`src/rtl/motion_ctrl_mc_pkg.sv`:
```
// Shared types for the motion controller: fixed-point/angle typedefs,
// deflection encoding, FSM state encodings and the sample classifier.
package motion_ctrl_mc_pkg;

  localparam int FP_W  = 44;
  localparam int ANG_W = 11;

  typedef logic signed [FP_W-1:0] fp44_t;
  typedef logic [ANG_W-1:0]       angle_t;

  typedef struct packed {
    fp44_t x;
    fp44_t y;
  } pos_xy_t;

  typedef enum logic [1:0] {D_NEG = 2'd0, D_ZERO = 2'd1, D_POS = 2'd2} defl_e;

  typedef enum logic [1:0] {SW_IDLE = 2'd0, SW_CMD = 2'd1, SW_RSP = 2'd2} sweep_state_e;

  typedef enum logic [2:0] {
    MC_IDLE  = 3'd0,
    MC_SWEEP = 3'd1,
    MC_SIN   = 3'd2,
    MC_COS   = 3'd3,
    MC_APPLY = 3'd4
  } mc_state_e;

  // Samples equal to a threshold are neutral.
  function automatic defl_e classify(input int sample, input int hi_th, input int lo_th);
    if (sample > hi_th) begin
      classify = D_POS;
    end else if (sample < lo_th) begin
      classify = D_NEG;
    end else begin
      classify = D_ZERO;
    end
  endfunction

endpackage

```
`src/rtl/motion_ctrl_mc_adc_sweeper.sv`:
```
// Sweeps NUM_CH ADC channels over the command/response handshake, with a
// per-channel response timeout that substitutes a neutral sample.
module motion_ctrl_mc_adc_sweeper
  import motion_ctrl_mc_pkg::*;
#(
  parameter int NUM_CH  = 2,
  parameter int CH_BASE = 1,
  parameter int ADC_W   = 12,
  parameter int TIMEOUT = 4095,
  parameter int NEUTRAL = 1350
) (
  input  logic                         clk,
  input  logic                         reset,
  input  logic                         i_start,
  input  logic                         i_cmd_ready,
  input  logic                         i_rsp_valid,
  input  logic [4:0]                   i_rsp_channel,
  input  logic [ADC_W-1:0]             i_rsp_data,
  output logic                         o_cmd_valid,
  output logic [4:0]                   o_cmd_channel,
  output logic [NUM_CH-1:0][ADC_W-1:0] o_samples,
  output logic                         o_sweep_done,
  output logic                         o_sample_err
);

  localparam int CNT_W = $clog2(TIMEOUT + 1);

  sweep_state_e                  r_state;
  logic [4:0]                    r_idx;
  logic [CNT_W-1:0]              r_cnt;
  logic                          r_cmd_valid;
  logic [4:0]                    r_cmd_channel;
  logic [NUM_CH-1:0][ADC_W-1:0]  r_samples;
  logic                          r_done;
  logic                          r_err;

  logic w_rsp_hit;
  logic w_timeout;
  logic w_last;

  assign w_rsp_hit = i_rsp_valid && (i_rsp_channel == (5'(CH_BASE) + r_idx));
  assign w_timeout = (r_cnt == CNT_W'(TIMEOUT - 1));
  assign w_last    = (r_idx == 5'(NUM_CH - 1));

  // Handshake FSM; a matching response takes priority over an expiring timeout.
  always_ff @(posedge clk or posedge reset) begin
    if (reset) begin
      r_state       <= SW_IDLE;
      r_idx         <= 5'd0;
      r_cnt         <= {CNT_W{1'b0}};
      r_cmd_valid   <= 1'b0;
      r_cmd_channel <= 5'd0;
      r_done        <= 1'b0;
      r_err         <= 1'b0;
      for (int k = 0; k < NUM_CH; k++) begin
        r_samples[k] <= ADC_W'(NEUTRAL);
      end
    end else begin
      r_done <= 1'b0;
      case (r_state)
        SW_IDLE: begin
          if (i_start) begin
            r_idx         <= 5'd0;
            r_cmd_valid   <= 1'b1;
            r_cmd_channel <= 5'(CH_BASE);
            r_state       <= SW_CMD;
          end
        end
        SW_CMD: begin
          if (i_cmd_ready) begin
            r_cmd_valid <= 1'b0;
            r_cnt       <= {CNT_W{1'b0}};
            r_state     <= SW_RSP;
          end
        end
        SW_RSP: begin
          if (w_rsp_hit || w_timeout) begin
            for (int k = 0; k < NUM_CH; k++) begin
              if (5'(k) == r_idx) begin
                r_samples[k] <= w_rsp_hit ? i_rsp_data : ADC_W'(NEUTRAL);
              end
            end
            if (!w_rsp_hit) begin
              r_err <= 1'b1;
            end
            if (w_last) begin
              r_done  <= 1'b1;
              r_state <= SW_IDLE;
            end else begin
              r_idx         <= r_idx + 5'd1;
              r_cmd_valid   <= 1'b1;
              r_cmd_channel <= 5'(CH_BASE) + r_idx + 5'd1;
              r_state       <= SW_CMD;
            end
          end else begin
            r_cnt <= r_cnt + CNT_W'(1);
          end
        end
        default: begin
          r_state     <= SW_IDLE;
          r_cmd_valid <= 1'b0;
        end
      endcase
    end
  end

  assign o_cmd_valid   = r_cmd_valid;
  assign o_cmd_channel = r_cmd_channel;
  assign o_samples     = r_samples;
  assign o_sweep_done  = r_done;
  assign o_sample_err  = r_err;

endmodule

```
`src/rtl/motion_ctrl_mc.sv`:
```
// Per-frame player motion integrator: joystick sweep, sin/cos fetch from the
// shared trig LUT, then a single-cycle position/heading/horizon update.
module motion_ctrl_mc
  import motion_ctrl_mc_pkg::*;
#(
  parameter int NUM_CH     = 2,
  parameter int CH_BASE    = 1,
  parameter int ADC_W      = 12,
  parameter int HI_TH      = 2000,
  parameter int LO_TH      = 700,
  parameter int ANGLE_W    = 11,
  parameter int POS_W      = 44,
  parameter int ANGLE_RST  = 512,
  parameter int TURN_SPEED = 5,
  parameter int MOVE_SHIFT = 2,
  parameter int TRIG_LAT   = 1,
  parameter int TIMEOUT    = 4095,
  parameter int HOR_RST    = 80,
  parameter int HOR_MIN    = 0,
  parameter int HOR_MAX    = 159
) (
  input  logic               clk,
  input  logic               reset,
  input  logic               half_frame,
  output logic               adc_cmd_valid,
  output logic [4:0]         adc_cmd_channel,
  input  logic               adc_cmd_ready,
  input  logic               adc_rsp_valid,
  input  logic [4:0]         adc_rsp_channel,
  input  logic [ADC_W-1:0]   adc_rsp_data,
  output logic [ANGLE_W-1:0] trig_angle,
  input  logic [POS_W-1:0]   trig_val,
  input  logic               look_up_n,
  input  logic               look_down_n,
  output logic [ANGLE_W-1:0] angle_out,
  output logic [POS_W-1:0]   pos_x,
  output logic [POS_W-1:0]   pos_y,
  output logic [16:0]        horizon,
  output logic               busy,
  output logic               frame_done,
  output logic               sample_err
);

  // Neutral sits between the thresholds so a substituted sample never moves the player.
  localparam int NEUTRAL = (HI_TH + LO_TH) / 2;
  localparam logic [ANGLE_W-1:0] QUARTER = ANGLE_W'(1 << (ANGLE_W - 2));

  mc_state_e                    r_state;
  logic                         r_half_q;
  logic [3:0]                   r_wait;
  logic [ANGLE_W-1:0]           r_trig_angle;
  logic [POS_W-1:0]             r_sin;
  logic [POS_W-1:0]             r_cos;
  logic [ANGLE_W-1:0]           r_angle;
  logic [POS_W-1:0]             r_pos_x;
  logic [POS_W-1:0]             r_pos_y;
  logic [16:0]                  r_hor;
  logic                         r_busy;
  logic                         r_done;

  logic                         w_new_frame;
  logic                         w_start;
  logic                         w_sweep_done;
  logic [NUM_CH-1:0][ADC_W-1:0] w_samples;
  defl_e                        w_d0;
  defl_e                        w_d1;
  defl_e                        w_d2;
  logic [POS_W-1:0]             w_ds;
  logic [POS_W-1:0]             w_dc;
  logic [ANGLE_W-1:0]           w_turn;
  logic [POS_W-1:0]             w_next_x;
  logic [POS_W-1:0]             w_next_y;
  logic [16:0]                  w_next_hor;

  function automatic logic [POS_W-1:0] scale(input defl_e d, input logic [POS_W-1:0] v);
    case (d)
      D_POS:   scale = v;
      D_NEG:   scale = {POS_W{1'b0}} - v;
      default: scale = {POS_W{1'b0}};
    endcase
  endfunction

  assign w_new_frame = half_frame & ~r_half_q;
  assign w_start     = w_new_frame && (r_state == MC_IDLE);

  motion_ctrl_mc_adc_sweeper #(
    .NUM_CH  (NUM_CH),
    .CH_BASE (CH_BASE),
    .ADC_W   (ADC_W),
    .TIMEOUT (TIMEOUT),
    .NEUTRAL (NEUTRAL)
  ) u_sweeper (
    .clk           (clk),
    .reset         (reset),
    .i_start       (w_start),
    .i_cmd_ready   (adc_cmd_ready),
    .i_rsp_valid   (adc_rsp_valid),
    .i_rsp_channel (adc_rsp_channel),
    .i_rsp_data    (adc_rsp_data),
    .o_cmd_valid   (adc_cmd_valid),
    .o_cmd_channel (adc_cmd_channel),
    .o_samples     (w_samples),
    .o_sweep_done  (w_sweep_done),
    .o_sample_err  (sample_err)
  );

  assign w_d0 = classify(int'(w_samples[0]), HI_TH, LO_TH);
  assign w_d1 = classify(int'(w_samples[1]), HI_TH, LO_TH);

  generate
    if (NUM_CH > 2) begin : g_strafe
      assign w_d2 = classify(int'(w_samples[2]), HI_TH, LO_TH);
    end else begin : g_no_strafe
      assign w_d2 = D_ZERO;
    end
  endgenerate

  // Next-state arithmetic for the APPLY cycle; all position math wraps.
  always_comb begin
    w_ds     = POS_W'($signed(r_sin) >>> MOVE_SHIFT);
    w_dc     = POS_W'($signed(r_cos) >>> MOVE_SHIFT);
    w_next_x = r_pos_x + scale(w_d0, w_dc) + scale(w_d2, w_ds);
    w_next_y = r_pos_y + scale(w_d0, w_ds) - scale(w_d2, w_dc);
    case (w_d1)
      D_POS:   w_turn = ANGLE_W'(TURN_SPEED);
      D_NEG:   w_turn = {ANGLE_W{1'b0}} - ANGLE_W'(TURN_SPEED);
      default: w_turn = {ANGLE_W{1'b0}};
    endcase
    if (!look_up_n && (r_hor > 17'(HOR_MIN))) begin
      w_next_hor = r_hor - 17'd1;
    end else if (!look_down_n && (r_hor < 17'(HOR_MAX))) begin
      w_next_hor = r_hor + 17'd1;
    end else begin
      w_next_hor = r_hor;
    end
  end

  // Frame sequencer: sweep, sin fetch, cos fetch, single-cycle commit.
  always_ff @(posedge clk or posedge reset) begin
    if (reset) begin
      r_state      <= MC_IDLE;
      r_half_q     <= 1'b0;
      r_wait       <= 4'd0;
      r_trig_angle <= {ANGLE_W{1'b0}};
      r_sin        <= {POS_W{1'b0}};
      r_cos        <= {POS_W{1'b0}};
      r_angle      <= ANGLE_W'(ANGLE_RST);
      r_pos_x      <= {POS_W{1'b0}};
      r_pos_y      <= {POS_W{1'b0}};
      r_hor        <= 17'(HOR_RST);
      r_busy       <= 1'b0;
      r_done       <= 1'b0;
    end else begin
      r_half_q <= half_frame;
      r_done   <= 1'b0;
      case (r_state)
        MC_IDLE: begin
          if (w_new_frame) begin
            r_busy  <= 1'b1;
            r_state <= MC_SWEEP;
          end
        end
        MC_SWEEP: begin
          if (w_sweep_done) begin
            r_trig_angle <= r_angle;
            r_wait       <= 4'd0;
            r_state      <= MC_SIN;
          end
        end
        MC_SIN: begin
          if (r_wait == 4'(TRIG_LAT)) begin
            r_sin        <= trig_val;
            r_trig_angle <= r_angle + QUARTER;
            r_wait       <= 4'd0;
            r_state      <= MC_COS;
          end else begin
            r_wait <= r_wait + 4'd1;
          end
        end
        MC_COS: begin
          if (r_wait == 4'(TRIG_LAT)) begin
            r_cos   <= trig_val;
            r_wait  <= 4'd0;
            r_state <= MC_APPLY;
          end else begin
            r_wait <= r_wait + 4'd1;
          end
        end
        MC_APPLY: begin
          r_pos_x <= w_next_x;
          r_pos_y <= w_next_y;
          r_angle <= r_angle + w_turn;
          r_hor   <= w_next_hor;
          r_done  <= 1'b1;
          r_busy  <= 1'b0;
          r_state <= MC_IDLE;
        end
        default: begin
          r_busy  <= 1'b0;
          r_state <= MC_IDLE;
        end
      endcase
    end
  end

  assign trig_angle = r_trig_angle;
  assign angle_out  = r_angle;
  assign pos_x      = r_pos_x;
  assign pos_y      = r_pos_y;
  assign horizon    = r_hor;
  assign busy       = r_busy;
  assign frame_done = r_done;

endmodule

```
`config.mk`:
```
export PLATFORM = sky130hd
export DESIGN_NAME = motion_ctrl_mc
export DESIGN_NICKNAME = d
export VERILOG_FILES = /design/src/rtl/motion_ctrl_mc_pkg.sv /design/src/rtl/motion_ctrl_mc_adc_sweeper.sv /design/src/rtl/motion_ctrl_mc.sv
export SDC_FILE = /design/constraint.sdc
export NUM_CORES = 1
export LEC_CHECK = 0
export CAP_MARGIN = 40
export CORE_MARGIN = 4
export CORE_UTILIZATION = 35
export DETAILED_ROUTE_END_ITERATION = 10
export PLACE_DENSITY = 0.63
export SETUP_SLACK_MARGIN = 0.1
export SKIP_CTS_REPAIR_TIMING = 1
export SLEW_MARGIN = 10
export SYNTH_ARGS = -nofsm -noshare
export SYNTH_HDL_FRONTEND = slang
export SYNTH_SLANG_ARGS = --single-unit
```
`constraint.sdc`:
```
create_clock -name clk -period 10.7 [get_ports clk]
set_clock_uncertainty 0.15 [all_clocks]
set_input_delay 2.14 -clock clk [delete_from_list [all_inputs] [get_ports clk]]
set_output_delay 2.14 -clock clk [all_outputs]
set_load 0.005 [all_outputs]
```
# == Word-level counts from Yosys, hierarchy flattened ==
# Cells that the tools add are included.
# totals
regBits,276
latch_bits,0
ram_bits,0
mem_bits_ro,0
input_bits,68
output_inout_bits,136
word_cells,146
memories,0
# op_classes
n_addsub,12
n_mul,0
div_mod_pow,0
magnitude_cmp,6
n_eq_ne,22
shifts,0
muxes,48
n_bitwise,4
n_reduce_logical,33
# op_table
operator,n
$pmux 44 s2,2
$add 44x44->44,2
$sub 1x42->43 const A,2
$pmux 11 s2,2
$mux 12,3
$mux 17,2
$mux 5,6
$gt 12x11->1 const B,2
$lt 12x10->1 const B,2
$pmux 12 s2,1
$mux 11,2
$pmux 5 s2,2
$reduce_and 3->1,6
$add 17x1->17 const B,1
$gt 17x1->1 const B,1
$lt 17x8->1 const B,1
$sub 17x1->17 const B,1
$add 12x1->12 const B,1
$eq 12x12->1 const B,1
$mux 1,12
$mux 3,4
$ne 2x2->1 const B,6
$pmux 3 s4,1
$reduce_and 4->1,3
other kinds (32),59

# == Depth between registers and ports, before layout ==
# Gate-level depths: netlist of run 1.
# depth
depth_word,6
mapped_depth,22

# == Modules after synthesis ==
# Synthesis of run 1 repeated with hierarchy kept, for this count alone.
# hier_totals
hier_cells,2146
area_unflattened_um2,18340.1
# modules_own_cells
module,instances,cells_each,area_each_um2,seq_area_each_um2
motion_ctrl_mc,1,1906,15782.6,5534.1
motion_ctrl_mc_adc_sweeper,1,240,2557.5,1288.7

# == Least setup slack after synthesis of run 1 ==
# No wires, ideal clock.
# synth_timing
path_kind,in2reg
start,input port look_up_n
end,register r_hor[16] (netlist: horizon[16])
setup_time_ns,0.080
arrival_time_ns,4.935
required_ns,10.470
setup_slack_ns,5.535
path_stages,13
path_cell_list,a41o_1 > inv_1 > ha_1 > nor2b_1 > o21ai_0 > a21oi_1 > o21ai_0 > a211o_1 > a31oi_1 > a41oi_1 > mux2_2 > nor3_1 > xnor2_1
# synth_via
elab_chain_cells,4
word_cells_on_any_way,5
# synth_rtl
item,line,rtl
start: declaration,motion_ctrl_mc.sv:33,"input logic look_up_n,"
$logic_not 1->1 (*),motion_ctrl_mc.sv:129,if (!look_up_n && (r_hor > 17'(HOR_MIN))) begin
$logic_and 1x1->1 (*),motion_ctrl_mc.sv:129,
$reduce_bool 2->1 (no line),n/a,
$reduce_and 2->1 (no line),n/a,
end signal: assignment,motion_ctrl_mc.sv:150,r_hor <= 17'(HOR_RST);
end signal: assignment,motion_ctrl_mc.sv:193,r_hor <= w_next_hor;
end: declaration,motion_ctrl_mc.sv:57,logic [16:0] r_hor;
# Every way passes the cells marked *; elsewhere a longest branch is shown, timed or not.
# A chain may end at the register's enable or synchronous reset.

# == Worst setup path after layout of run 1 ==
# layout_timing
start,register u_sweeper.r_samples (netlist bit u_sweeper.o_samples[0])
end,register r_pos_y[42] (netlist: pos_y[42])
# layout_via
elab_chain_cells,6
word_cells_on_any_way,8
# layout_rtl
item,line,rtl
start: declaration,motion_ctrl_mc_adc_sweeper.sv:33,logic [NUM_CH-1:0][ADC_W-1:0] r_samples;
start signal: indexed assignment,motion_ctrl_mc_adc_sweeper.sv:56,r_samples[k] <= ADC_W'(NEUTRAL);
start signal: indexed assignment,motion_ctrl_mc_adc_sweeper.sv:80,r_samples[k] <= w_rsp_hit ? i_rsp_data : ADC_W'(NEUTRAL);
$lt 12x10->1,motion_ctrl_mc_pkg.sv:32,end else if (sample < lo_th) begin
$mux 1,motion_ctrl_mc_pkg.sv:32,
$mux 2 (*),motion_ctrl_mc_pkg.sv:30,if (sample > hi_th) begin
$eq 2x2->1 or $logic_not 2->1 (tied branches),motion_ctrl_mc.sv:76,case (d)
$pmux 44 s2 (*),motion_ctrl_mc.sv:76,
$add 44x44->44 (*),motion_ctrl_mc.sv:123,"w_next_y = r_pos_y + scale(w_d0, w_ds) - scale(w_d2, w_dc);"
end signal: assignment,motion_ctrl_mc.sv:149,r_pos_y <= {POS_W{1'b0}};
end signal: assignment,motion_ctrl_mc.sv:191,r_pos_y <= w_next_y;
end: declaration,motion_ctrl_mc.sv:56,logic [POS_W-1:0] r_pos_y;
# Marks and branches as above.

==> results of run 1 <==
[power breakdown]
| group | internal, uW | switching, uW |
|---|---|---|
| Sequential | 1060 | 40.3 |
| Combinational | 121 | 153 |
| Clock | 692 | 475 |
[sequential cells by signal, indices dropped and copies added (netlist names), 2 cells and up]
register	flops
u_sweeper.r_cnt	12
r_state	3
angle_out	11
trig_angle	11
u_sweeper.r_state	2
horizon	17
r_wait	4
u_sweeper.o_cmd_channel	5
r_cos	42
pos_y	44
u_sweeper.o_samples	24
r_sin	42
u_sweeper.r_idx	5
pos_x	44
[cells by family after synthesis]
logic type | share of synthesized area (%)
XOR/XNOR | 5.12
buffers and inverters | 3.08
adder cells (fa/ha/maj) | 8.63
multiplexers | 3.63
AND/OR/NAND/NOR | 19.7
flip-flops | 36.9
AO/OA/AOI/OAI | 23.0
[critical path, cell delays in order (launching register included)]
cell      delay [ns]
dfrtp_1         0.39
o41ai_1         0.35
nand2b_1        0.14
a41o_2          0.52
buf_4           0.36
nor2_4          0.55
buf_4           0.45
o31ai_1         0.12
o21ai_0         0.31
ha_1            0.27
and4_1          0.29
nand3_1         0.09
o21ai_0         0.30
o31ai_1         0.16
a21bo_2         0.23
a21oi_1         0.20
o21ai_0         0.31
o311ai_0        0.61
nor2_1          0.10
o32a_1          0.35
[routing by layer]
layer / share of wire [%] / GRT usage, % / vias to the layer above
li1: - / - / 8275
met1: 48 / 25.4 / 7909
met2: 45 / 28.1 / 392
met3: 4.8 / 2.98 / 74
met4: 2.7 / 5.75 / 0
met5: 0 / 0 / -
[layout make-up]
cell class                 instances  area (um^2)  share of cell area [%]
tap                              680          851                    3.81
multi-input combinational       1769        11100                    49.8
inverter                          59          229                    1.03
timing repair buffer             218         2150                    9.65
clock buffer                      52          990                    4.44
antenna                            7         17.5                  0.0785
clock inverter                    11          124                   0.555
sequential                       272         6820                    30.6
[worst max-delay path by stage]
stage | from | end
2_1_floorplan | reset | angle_out[0]
3_3_place_gp | u_sweeper.o_samples[0] | pos_y[42]
3_5_place_dp | u_sweeper.o_samples[0] | pos_y[42]
4_1_cts | u_sweeper.o_samples[0] | pos_y[42]
5_1_grt | u_sweeper.o_samples[0] | pos_y[42]
6_report | u_sweeper.o_samples[0] | pos_y[42]
[layout by cell type (no fill, tap or decap), types with 10 or more instances in the layout]
master	instances
o31ai_1	51
nor2b_1	14
nand2b_1	19
mux2_2	56
nor2_1	124
xor2_1	55
xnor2_1	53
a21o_1	51
o21bai_1	16
dfrtp_1	259
inv_1	58
nor4_1	28
and3_1	24
a21oi_1	133
nand2_1	366
buf_4	16
o211ai_1	10
ha_1	121
clkbuf_1	12
a31oi_1	14
nor3_1	49
or3_1	27
dfstp_2	13
o21a_1	13
nand4_1	16
o22a_1	12
a22o_1	18
clkbuf_16	35
clkdlybuf4s50_1	201
and2_1	11
or2_2	16
a211oi_1	15
o21ai_0	302
nand3_1	38
[through the flow]
stage	total power, uW	cell area, um^2	hold slack [ns]	instances
global placement	1390	21200	0.312	2997
global route	2660	22300	0.333	3068
detailed placement	1400	21200	0.314	2998
CTS	2580	22300	0.324	3061
finish	2550	22300	0.319	3068
floorplan	1290	18500	0.301	2188
==> summary.txt, run 1 <==
Outcome: finished clean
Commonest cells post-synth: 368 x nand2_1, 302 x o21ai_0, 259 x dfrtp_1, 133 x a21oi_1, 125 x nor2_1
Worst reg2reg path startpoint: u_sweeper.o_samples[0]
Vias: 16700
Drt via density: 5.43
Max Clk Rate: 156 MHz
Max rail drop VDD: 81.1 uV
P_leak: 0.00963 uW
Die H: 238 um
Worst relative slew slack: 43.6%
CTS sink cnt: 272
Number of remaining DRC errors: 0
Ranking of synthesized cells by area: dfrtp_1 35%, ha_1 8.2%, o21ai_0 8.2%, nand2_1 7.5%, a21oi_1 3.6%
Post-layout util: 43.0%
First-pass GRT wire length: 84400 um
Period minus WS final: 6.41 ns
RSZ-0062 raised after global routing: false
Final-layout fill cell count: 4987
Power Density: 114 nW/um^2
Clk buf depth: 3
Total gr overflow: 0
Mapped Area: 18500 um^2
Initial antenna violation count: 7
Post-Syn Area per Cell: 8.45 um^2
Pin count of the biggest net entering global routing: 101
FF-to-FF path depth: 19
Layout cells sized above 1: 7.43%
EDFF count, synth: 0
Arrival @ worst endpoint: 6.70 ns
Clock Pin Slew Worst Setup and Hold Paths: 0.06 ns
Pins over their slew limit: 0
Number of synthesized register bits: 272
Worst Tran Pin Value: 0.846 ns
Area Growth Syn to Fin: 20.7%
Initial Util: 35.7%
Share of the synthesized area in the top cell type: 35.1%
Cts bufs inserted: 35
Most common cell in the netlist: nand2_1
WL/cell: 17.0 um
RePlAce Congestion: 0.894
Reg2reg end: pos_y[42]
Remaining antenna violation count: 0
Synth area leader: dfrtp_1
Setup tns final: 0 ns
Crit-path max FO: 39
CTS tree: built
Maxcap violations: 0
Syn Inst Count: 2188
Placement Setup Slack: 4.36 ns
CP Launch Type: flop
Worst hold stages: 1
Hold Path Origin: pos_y[43]
Synth warn: 0
DRT Wirelength: 52200 um
Sequential fraction of the synthesis area: 36.9%
HPWL Detailed: 38700 um
Initial DRC count: 1155
Vias in the first global route: 15900
WHS Endpoint: pos_y[43]
Total GRT Usage: 17.9%
Worst setup margin: 4.29 ns
Crit end category: flop
Clock Latency Late Sink: 0.55 ns
Final nets: 2548
Die Footprint: 56500 um^2
Yosys cell types: 77
Number of port buffers: 201
Pre-antenna DRT Iters: 7
Net Count, Synth: 2381
Core Rows: 83
Post-synthesis async set-or-reset flop share: 100%
Primary FF master, synth: dfrtp_1
Hold Vio Cnt, Final: 0
Die Wd: 238 um
Core area: 51800 um^2
CTS HTree Levels: 2
R2R setup slack: 4.29 ns
Final worst-path cycle share: 60.0%
Critical Path RT: 10.98 ns
Crit Path Class: reg2reg
Count of final setup violators: 0
I/O pins: 204
Clk root buf: clkbuf_16
HP Class: reg2reg
No activity file was read; power rests on OpenSTA's default activity.
==> run 2: changes to the inputs <==
PLACE_DENSITY = 0.65   (was 0.63)
clock period = 5.53 ns   (was 10.7 ns; I/O delays follow)
==> run 2 against run 1 <==
Compared with the run above: final area increased by 2.4%; sequential share of layout area decreased by 0.72 points; non-clock buffer count increased by 35; power increased by 100%; cell count increased by 1.1%; utilization increased by 1.0 points; combinational power increased by 98%; die area unchanged; register-to-register slack got worse by 3.9 ns; worst setup slack got worse by 3.9 ns; critical path type unchanged; largest cell class unchanged.
==> summary.txt, run 2 (same netlist as run 1, synthesis figures left out) <==
RSZ-0062 raised after global routing: false
Max rail drop VDD: 154 uV
Layout cells sized above 1: 9.76%
Cell Int Power: 3880 uW
DRT Wirelength: 52700 um
Power Density: 227 nW/um^2
Vias: 16800
Reg2reg end: pos_x[42]
Core Rows: 83
Pre-antenna DRT Iters: 5
Count of final setup violators: 0
Pin count of the biggest net entering global routing: 111
First-pass GRT wire length: 85300 um
Sequential Power Share: 41.3%
I/O pins: 204
Core area: 51800 um^2
HPWL Detailed: 39100 um
Number of port buffers: 201
Initial DRC count: 1098
Clk pwr share: 48.3%
Drt via density: 5.42
Final worst-path cycle share: 92.7%
Worst relative slew slack: 52.2%
CTS HTree Levels: 2
Setup tns final: 0 ns
Final-layout fill cell count: 4921
Outcome: finished clean
Placed cell count: 3026
Pins over their slew limit: 0
Worst hold stages: 2
Period minus WS final: 5.12 ns
Die Wd: 238 um
R2R setup slack: 0.41 ns
Worst reg2reg path startpoint: r_cos[12]
FF-to-FF path depth: 19
Die Footprint: 56500 um^2
Non-Filler Instances: 3101
Clock Latency Late Sink: 0.55 ns
Critical Path RT: 5.77 ns
Arrival @ worst endpoint: 5.37 ns
Clk root buf: clkbuf_16
Die H: 238 um
Number of remaining DRC errors: 0
Total GRT Usage: 18.1%
NetSw: 1300 uW
Area Growth Syn to Fin: 23.6%
WL/cell: 17.0 um
Vias in the first global route: 16100
Clock Pin Slew Worst Setup and Hold Paths: 0.06 ns
CTS sink cnt: 272
Clk buf depth: 3
Crit Path Class: reg2reg
Remaining antenna violation count: 0
Hold Vio Cnt, Final: 0
CTS tree: built
Final nets: 2583
Hold Path Origin: u_sweeper.o_cmd_channel[1]
HP Class: reg2reg
Post-DP Area: 21400 um^2
Comb pwr share: 10.5%
CP Launch Type: flop
Worst Tran Pin Value: 0.716 ns
Non-Filler Cell Area, Final: 22800 um^2
WHS Endpoint: u_sweeper.o_cmd_channel[1]
Crit-path max FO: 5
Maxcap violations: 0
Max Clk Rate: 195 MHz
RePlAce Congestion: 0.915
Total gr overflow: 0
Crit end category: flop
P_leak: 0.00991 uW
Commonest non-fill, non-tap cells in the layout: 364 x nand2_1, 294 x o21ai_0, 258 x dfrtp_1
Initial Util: 35.7%
Initial antenna violation count: 4
Most common cell after layout, fill and taps aside: nand2_1
Cts bufs inserted: 35
Sw Ratio: 25.1%
-- run 2: stage by stage --
stage / hold WS (ns) / util, % / setup WS [ns] / power (uW)
after floorplan: 0.301 / - / 0.434 / 2490
after global routing: 0.366 / 44.1 / 0.105 / 5420
after detailed placement: 0.330 / 41.3 / 0.235 / 2710
after global placement: 0.315 / 41.2 / 0.269 / 2690
final: 0.329 / 44.1 / 0.406 / 5190
after CTS: 0.339 / 43.8 / 0.218 / 5270
-- run 2: how the worst max path moves through the flow --
stage	slack, ns	endpoint	cells past startpoint	from
after global routing	0.11	pos_y[43]	19	r_sin[10]
after global placement	0.27	pos_x[43]	20	r_cos[10]
after detailed placement	0.24	pos_x[43]	20	r_cos[10]
final	0.41	pos_x[42]	19	r_cos[12]
after floorplan	0.43	pos_x[42]	22	r_cos[10]
after CTS	0.22	pos_x[42]	19	r_cos[12]
-- run 2: critical path, stage by stage, from the launching register on --
cell      delay, ns
dfrtp_1        0.40
or4_4          0.56
or2_4          0.25
or3_4          0.39
or4_1          0.42
or2_2          0.34
nor3_1         0.13
o21ai_0        0.09
o21ai_1        0.14
ha_1           0.28
a21o_1         0.20
a21oi_1        0.16
o21bai_1       0.10
a21oi_1        0.16
o221a_2        0.23
a21oi_1        0.10
o311a_1        0.38
o21ai_2        0.16
mux2i_1        0.21
o211ai_1       0.11
-- run 2: per-layer routing --
layer,part of all wire (%),wire [um],track usage (%),vias to the layer above
met4,3.1,1630,5.82,0
met5,0,0,0,-
met2,45,23800,28.7,423
met3,5.0,2620,2.85,92
li1,-,-,-,8336
met1,47,24600,25.6,7949
-- run 2: power groups by stage --
stage                     Combinational [uW]  Clock (uW)  Sequential [uW]
after floorplan                          340           0             2150
after global placement                   528           0             2170
after detailed placement                 542           0             2170
after CTS                                547        2590             2140
after global routing                     605        2670             2150
final                                    543        2500             2140
-- run 2: layout make-up --
cell class	count	area [um^2]	area share, %
diodes	4	10.0	0.0438
clock inverters	15	272	1.19
repair buffers	253	2460	10.8
clock buffers	49	990	4.33
inverters	59	225	0.986
multi-input cells	1769	11200	49.1
flip-flops and latches	272	6820	29.9
well taps	680	851	3.72
